## config.mk

```make
export PLATFORM = sky130hd
export DESIGN_NAME = fifo_rd_stream
export DESIGN_NICKNAME = d
export VERILOG_FILES = /design/src/rtl/fifo_rd_stream_pkg.sv /design/src/rtl/stream_buf2.sv /design/src/rtl/fifo_rd_stream.sv
export SDC_FILE = /design/constraint.sdc
export NUM_CORES = 1
export LEC_CHECK = 0
export BUFFER_PORTS_ARGS = -buffer_cell sky130_fd_sc_hd__buf_2
export CAP_MARGIN = 30
export CORE_UTILIZATION = 57
export DETAILED_ROUTE_END_ITERATION = 12
export HOLD_SLACK_MARGIN = 0.12
export PLACE_DENSITY = 0.84
export SYNTH_ARGS = -nofsm -noshare
export SYNTH_HDL_FRONTEND = slang
export SYNTH_HIERARCHICAL = 1
export SYNTH_SLANG_ARGS = --single-unit
```

## constraint.sdc

```tcl
create_clock -name clk_i -period 4.9 [get_ports clk_i]
set_input_delay 0.49 -clock clk_i [delete_from_list [all_inputs] [get_ports clk_i]]
set_output_delay 0.49 -clock clk_i [all_outputs]
set_load 0.01 [all_outputs]
```

## src/rtl/fifo_rd_stream_pkg.sv

```systemverilog
// Shared definitions for the FIFO read-side stream adapter.
// Buffer depth and the capture/shift select encoding.
package fifo_rd_stream_pkg;

  localparam int BUF_DEPTH = 2;
  localparam int LEVEL_W   = 2;

  typedef enum logic [2:0] {
    HOLD,
    LOAD0,
    LOAD1,
    SHIFT,
    SHIFT_LOAD1
  } buf_sel_e;

endpackage

```

## src/rtl/stream_buf2.sv

```systemverilog
// Two-entry in-order output buffer.
// buf0 is always the head; a same-cycle pop frees a slot for the push.
module stream_buf2
  import fifo_rd_stream_pkg::*;
#(
  parameter int W = 8
) (
  input  logic               clk,
  input  logic               rst_n,
  input  logic               push,
  input  logic [W-1:0]       push_data,
  input  logic               pop,
  output logic [W-1:0]       head,
  output logic [LEVEL_W-1:0] level
);

  localparam logic [LEVEL_W-1:0] FULL = LEVEL_W'(BUF_DEPTH);
  localparam logic [LEVEL_W-1:0] ONE  = LEVEL_W'(1);

  logic [W-1:0] buf0;
  logic [W-1:0] buf1;
  buf_sel_e     sel;

  always_comb begin
    sel = HOLD;
    unique case (1'b1)
      push && level == '0:          sel = LOAD0;
      push && level == ONE && !pop: sel = LOAD1;
      push && level == ONE && pop:  sel = LOAD0;
      push && level == FULL && pop: sel = SHIFT_LOAD1;
      !push && pop:                 sel = SHIFT;
      default:                      sel = HOLD;
    endcase
  end

  always_ff @(posedge clk) begin
    if (!rst_n) begin
      buf0  <= '0;
      buf1  <= '0;
      level <= '0;
    end else begin
      level <= level + LEVEL_W'(push) - LEVEL_W'(pop);
      unique case (sel)
        LOAD0: buf0 <= push_data;
        LOAD1: buf1 <= push_data;
        SHIFT: buf0 <= buf1;
        SHIFT_LOAD1: begin
          buf0 <= buf1;
          buf1 <= push_data;
        end
        default: ;
      endcase
    end
  end

  assign head = buf0;

endmodule

```

## src/rtl/fifo_rd_stream.sv

```systemverilog
// Read-side adapter: FIFO empty/rd_en to valid/ready stream.
// Reads are issued only when the word can be guaranteed a buffer slot.
module fifo_rd_stream
  import fifo_rd_stream_pkg::*;
#(
  parameter int DLY        = 1,
  parameter int FIFO_WIDTH = 8,
  parameter int CNT_W      = 16
) (
  input  logic                  clk_i,
  input  logic                  rst_n_i,
  output logic                  fifo_rd_en_o,
  input  logic [FIFO_WIDTH-1:0] fifo_rd_data_i,
  input  logic                  fifo_empty_i,
  output logic                  m_valid_o,
  output logic [FIFO_WIDTH-1:0] m_data_o,
  input  logic                  m_ready_i,
  output logic [1:0]            level_o,
  output logic [CNT_W-1:0]      rd_cnt_o
);

  logic               infl;
  logic               pop;
  logic [LEVEL_W-1:0] level;
  logic [LEVEL_W:0]   occ;
  logic               unused_dly;

  assign unused_dly = ^DLY;

  assign m_valid_o = (level != '0);
  assign pop       = m_valid_o & m_ready_i;

  // occupancy next cycle, counting the word already in flight
  assign occ = {1'b0, level}
             + (LEVEL_W+1)'(infl)
             - (LEVEL_W+1)'(pop);

  assign fifo_rd_en_o = rst_n_i & ~fifo_empty_i
                      & (occ < (LEVEL_W+1)'(BUF_DEPTH));

  always_ff @(posedge clk_i) begin
    if (!rst_n_i) begin
      infl     <= 1'b0;
      rd_cnt_o <= '0;
    end else begin
      infl <= fifo_rd_en_o;
      if (pop)
        rd_cnt_o <= rd_cnt_o + CNT_W'(1);
    end
  end

  stream_buf2 #(
    .W(FIFO_WIDTH)
  ) u_sbuf (
    .clk       (clk_i),
    .rst_n     (rst_n_i),
    .push      (infl),
    .push_data (fifo_rd_data_i),
    .pop       (pop),
    .head      (m_data_o),
    .level     (level)
  );

  assign level_o = level;

endmodule

```

# Yosys cells after proc, flatten, opt, wreduce, memory -nomap -nowiden
# Cells that the tools add are included.
[word_totals]
regBits = 35
inputBits = 12
elab_cells = 38
[classes]
add_sub_neg = 5
n_lt_le_gt_ge = 1
n_eq_ne = 6
muxes = 2
bitwise = 4
n_reduce_logical = 15
[ops]
columns = ["op", "n"]
rows = [
  ["$add 16x1->16 const B", 1],
  ["$pmux 8 s2", 1],
  ["$pmux 3 s4", 1],
  ["$logic_and 1x1->1", 7],
  ["$eq 3x2->1 const B", 2],
  ["$reduce_or 2->1", 3],
  ["$reduce_bool 2->1", 2],
  ["$add 2x1->3", 1],
  ["$and 1x1->1", 3],
  ["$eq 3x1->1 const B", 1],
  ["$eq 3x3->1 const B", 1],
  ["$lt 3x2->1 const B", 1],
  ["$sub 3x1->3", 1],
  ["$add 2x1->2", 1],
  ["$eq 2x1->1 const B", 1],
  ["$eq 2x2->1 const B", 1],
  ["$logic_not 1->1", 2],
  ["$logic_not 2->1", 1],
  ["$sub 2x1->2", 1],
  ["$not 1->1", 1],
]

# Longest topological paths before layout
[depth]
depth_word = 8
mapped_depth = 7

# Modules after synthesis
# The synthesis kept the hierarchy.
[by_module_without_submodules]
columns = ["mod", "n_inst", "cells_each", "area_per_inst_um2", "seq_area_each_um2"]
rows = [
  ["stream_buf2", 1, 101, 884.6, 360.3],
  ["fifo_rd_stream", 1, 92, 874.6, 340.3],
]

# Worst setup path after synthesis
# Ideal clock, no wire load.
[synth_path]
kind = "register -> output"
startpoint = "reg u_sbuf.level[1]"
endpoint = "out fifo_rd_en_o"
t_arrival_ps = 2326
required_time_ps = 4410
path_slack_ps = 2084
stages_incl_launch_ff = 7
cell_sequence = "dfxtp_1 > o21a_1 > ha_1 > or2b_1 > fa_1 > xor2_1 > nor3_1"
[synth_between]
elab_chain_len = 5
word_cells_on_any_way = 6
cone_classes = "add/sub (2); order compare (1); bitwise (2); reduce/logical (1)"
[synth_rtl]
columns = ["element", "line", "text"]
rows = [
  ["start, declared", "stream_buf2.sv:14", "output logic [LEVEL_W-1:0] level"],
  ["start signal, assigned", "stream_buf2.sv:42", "level <= level + LEVEL_W'(push) - LEVEL_W'(pop);"],
  ["$reduce_bool 2->1", "fifo_rd_stream.sv:30", "assign m_valid_o = (level != '0);"],
  ["$and 1x1->1", "fifo_rd_stream.sv:31", "assign pop = m_valid_o & m_ready_i;"],
  ["net pop", "fifo_rd_stream.sv:23", "logic pop;"],
  ["$sub 3x1->3", "fifo_rd_stream.sv:36", "- (LEVEL_W+1)'(pop);"],
  ["$lt 3x2->1", "fifo_rd_stream.sv:39", "& (occ < (LEVEL_W+1)'(BUF_DEPTH));"],
  ["$and 1x1->1", "fifo_rd_stream.sv:39", ""],
  ["end, declared", "fifo_rd_stream.sv:12", "output logic fifo_rd_en_o,"],
]
# The timed path passes the listed nets, and every way through them passes these cells.

# Worst setup path in the final report
# Ends and elaborated chain as after synthesis.

==> results.py <==
metrics = {
    "sta": {
        "drv_slew": 0,
        "rsz0062_at_grt": "no",
        "finalClockSkew_ps": 6.139,
        "period_share_pct": 67.55,
        "min_period_ps": 3310,
        "setup_violations": 0,
        "fin_hold_ws_ps": 331.3,
        "timing.fmax_ghz": 0.3021,
        "hold_violations": 0,
        "tns_ps": 0,
        "tightest_slew_ps": 623.3,
        "relSlewSlack_pct": 58.20,
    },
    "route": {
        "drt_iter0_drc": 68,
        "avgViaCountPerCell": 5.751,
        "routedWlPerCell_um": 12.82,
        "via_count": 1501,
        "drc_errors": 3,
        "firstDrtPassIters": 8,
        "wirelength_mm": 3.346,
        "final_antenna_net_count": 0,
    },
    "synthesis": {
        "synth_top_area_cell": "dfxtp_1",
        "synth-main-ff-cell": "dfxtp_1",
        "synthTopCellsByArea": "dfxtp_1, mux2i_1, nand2_1",
        "syn_avg_cell_area_sq_um": 9.115,
        "synth-edff-count": 0,
        "synth.most_common_cell": "dfxtp_1",
        "yosysUniqueCellTypes": 41,
        "yosys_warnings": 6,
        "synth_commonest_cells": "dfxtp_1, nand2_1, and2_1",
        "synthesis.area_sq_mm": 0.001759,
        "synth-async-reset-ratio_pct": 0,
        "syn_nets": 210,
        "syn_inst": 193,
        "ys_seq_area_share_pct": 39.83,
        "synth.ff_latch_count": 35,
        "post-synth-top-area-fraction_pct": 39.83,
    },
    "cells_and_area": {
        "drive_gt1_share_pct": 23.04,
        "regArea_sq_um": 700.7,
        "nFillCells": 233,
        "fin_cells": 261,
        "nNetsFinal": 248,
        "design_area_sq_mm": 0.001994,
        "antennaDiodeCount": 0,
        "area.growth.synth_to_final_pct": 13.37,
        "multiInputGateArea_sq_um": 984.7,
    },
    "clocking": {
        "cts_setup_buffers": 0,
        "clkTransAtPathRegs_ps": 90,
        "numCtsBuffers": 5,
        "root_buffer": "clkbuf_4",
        "clkSinkCount": 35,
        "cts_hold_buf": 0,
        "clk_latency_ps": 340,
        "htree_levels": 2,
        "cts_tree": "done",
        "clock_path_buffers": 2,
        "cts_resized": 0,
    },
    "floorplan": {
        "start_util_pct": 62.18,
        "ioPinCount": 40,
        "die_x_um": 57.56,
        "die_h_um": 57.56,
        "die_area_sq_mm": 0.003313,
        "rows": 19,
        "core_area_sq_mm": 0.002829,
    },
    "grt": {
        "grt_max_degree": 37,
        "grt_pass1_vias": 1293,
        "antenna_found_initial": 0,
        "gr-total-overflow": 0,
        "globalRouteTotalUtil_pct": 22.34,
        "grt_pass1_wl_mm": 5.747,
    },
    "place": {
        "dp_cells": 255,
        "dp_hpwl_mm": 2.411,
        "gp_congestion": 0.8194,
        "dpl_cell_area_sq_mm": 0.001953,
        "io_buffers": 39,
    },
    "worst_setup_path": {
        "critPathTopFamily": "adder cells",
        "cp.arrival_ps": 2820,
        "max_stage_delay_ps": 630,
        "cp_slowest_cell": "dfxtp_1",
        "endpoint_kind": "output pin",
        "cp_data_required_time_ps": 4410,
        "critPathMaxFanout": 14,
        "crit_buf_inv": 1,
        "crit_type": "flop to output pin",
        "critPathLaunchType": "flop",
        "path_cells": "o21a_1 > ha_1 > or2b_1 > fa_1 > xor2_1 > nor3_1 > buf_2",
    },
    "hold_path": {
        "hp-class": "primary input to flop",
    },
    "pwr": {
        "fin_total_pwr_uw": 797.3,
        "p_per_area_mw_per_mm2": 399.8,
        "ir_worst_vdd_mv": 0.2376,
        "p_leak_nw": 0.8329,
    },
    "job": {
        "maxCapViolations": 0,
    },
    "run_status": {
        "status": "complete, but fails checks",
        "violations": "design-rule violations",
    },
}
-- logic make-up after synthesis --
group / count (synthesis) / synth area share [%]
DFF: 35 / 39.83
AOI/OAI and AO/OA: 35 / 14.86
adders and majority gates: 5 / 3.983
muxes: 10 / 5.690
xor gates and xnor gates: 13 / 6.472
and+or+nand+nor: 78 / 24.97
buffers and inverters: 17 / 4.197
-- metal layers --
metal	routed length (um)	vias to the layer above	track usage [%]
li1	-	760	-
met1	1523	683	28.55
met2	1563	54	35.88
met3	224	4	7.256
met4	34	0	6.969
met5	0	-	0
-- worst reg2reg max path: cells and delay by family (launching register included) --
family	cells	cell delay, ps
xor gates and xnor gates	1	180
adders and majority gates	2	690
and+or+nand+nor	2	450
DFF	1	630
AOI/OAI and AO/OA	1	430
-- flip-flops by register name (all words and copies together), names as in the netlist --
| name | cells |
|---|---|
| infl | 1 |
| rd_cnt_o | 16 |
| u_sbuf/buf1 | 8 |
| u_sbuf/level | 2 |
| u_sbuf/head | 8 |
-- stage by stage --
stage                     setup slack, ps  utilization, %
after floorplan                      2084               -
after global placement               2015           69.04
after detailed placement             1915           69.04
after CTS                            1539           70.50
after global routing                 1365           70.50
final                                1590           70.50
-- report_power, final --
part / leakage, nW / internal (mW) / switching [mW]
clock network: 0.0242 / 0.0510 / 0.0877
registers: 0.284 / 0.329 / 0.0487
logic: 0.525 / 0.120 / 0.161
-- final timing paths --
check / depth (start not counted) / slack [ps] / startpoint / endpoint
worst max-delay path: 7 / 1590 / u_sbuf/level[1] / fifo_rd_en_o
worst min-delay path: 2 / 330 / fifo_empty_i / infl
worst max register to register: 6 / 2450 / u_sbuf/level[1] / infl
worst min register to register: 2 / 470 / u_sbuf/buf1[1] / u_sbuf/buf1[1]
-- cell usage in the layout, fill, tap and decap left out, types with 8 or more instances in the layout --
| cell | n |
|---|---|
| nand3_1 | 12 |
| a311oi_1 | 8 |
| dfxtp_1 | 35 |
| mux2i_1 | 10 |
| o21ai_0 | 10 |
| and2_1 | 13 |
| buf_2 | 39 |
| nand2_1 | 22 |
| xor2_1 | 8 |
| a211oi_1 | 8 |
-- layout make-up --
cell class	instances	share of cell area, %
multi-input combinational	141	49.37
sequential	35	35.13
timing repair buffer	39	9.787
clock buffer	6	2.070
tap	31	1.945
inverter	9	1.694
Note: power is estimated with default switching activity, not from simulation.
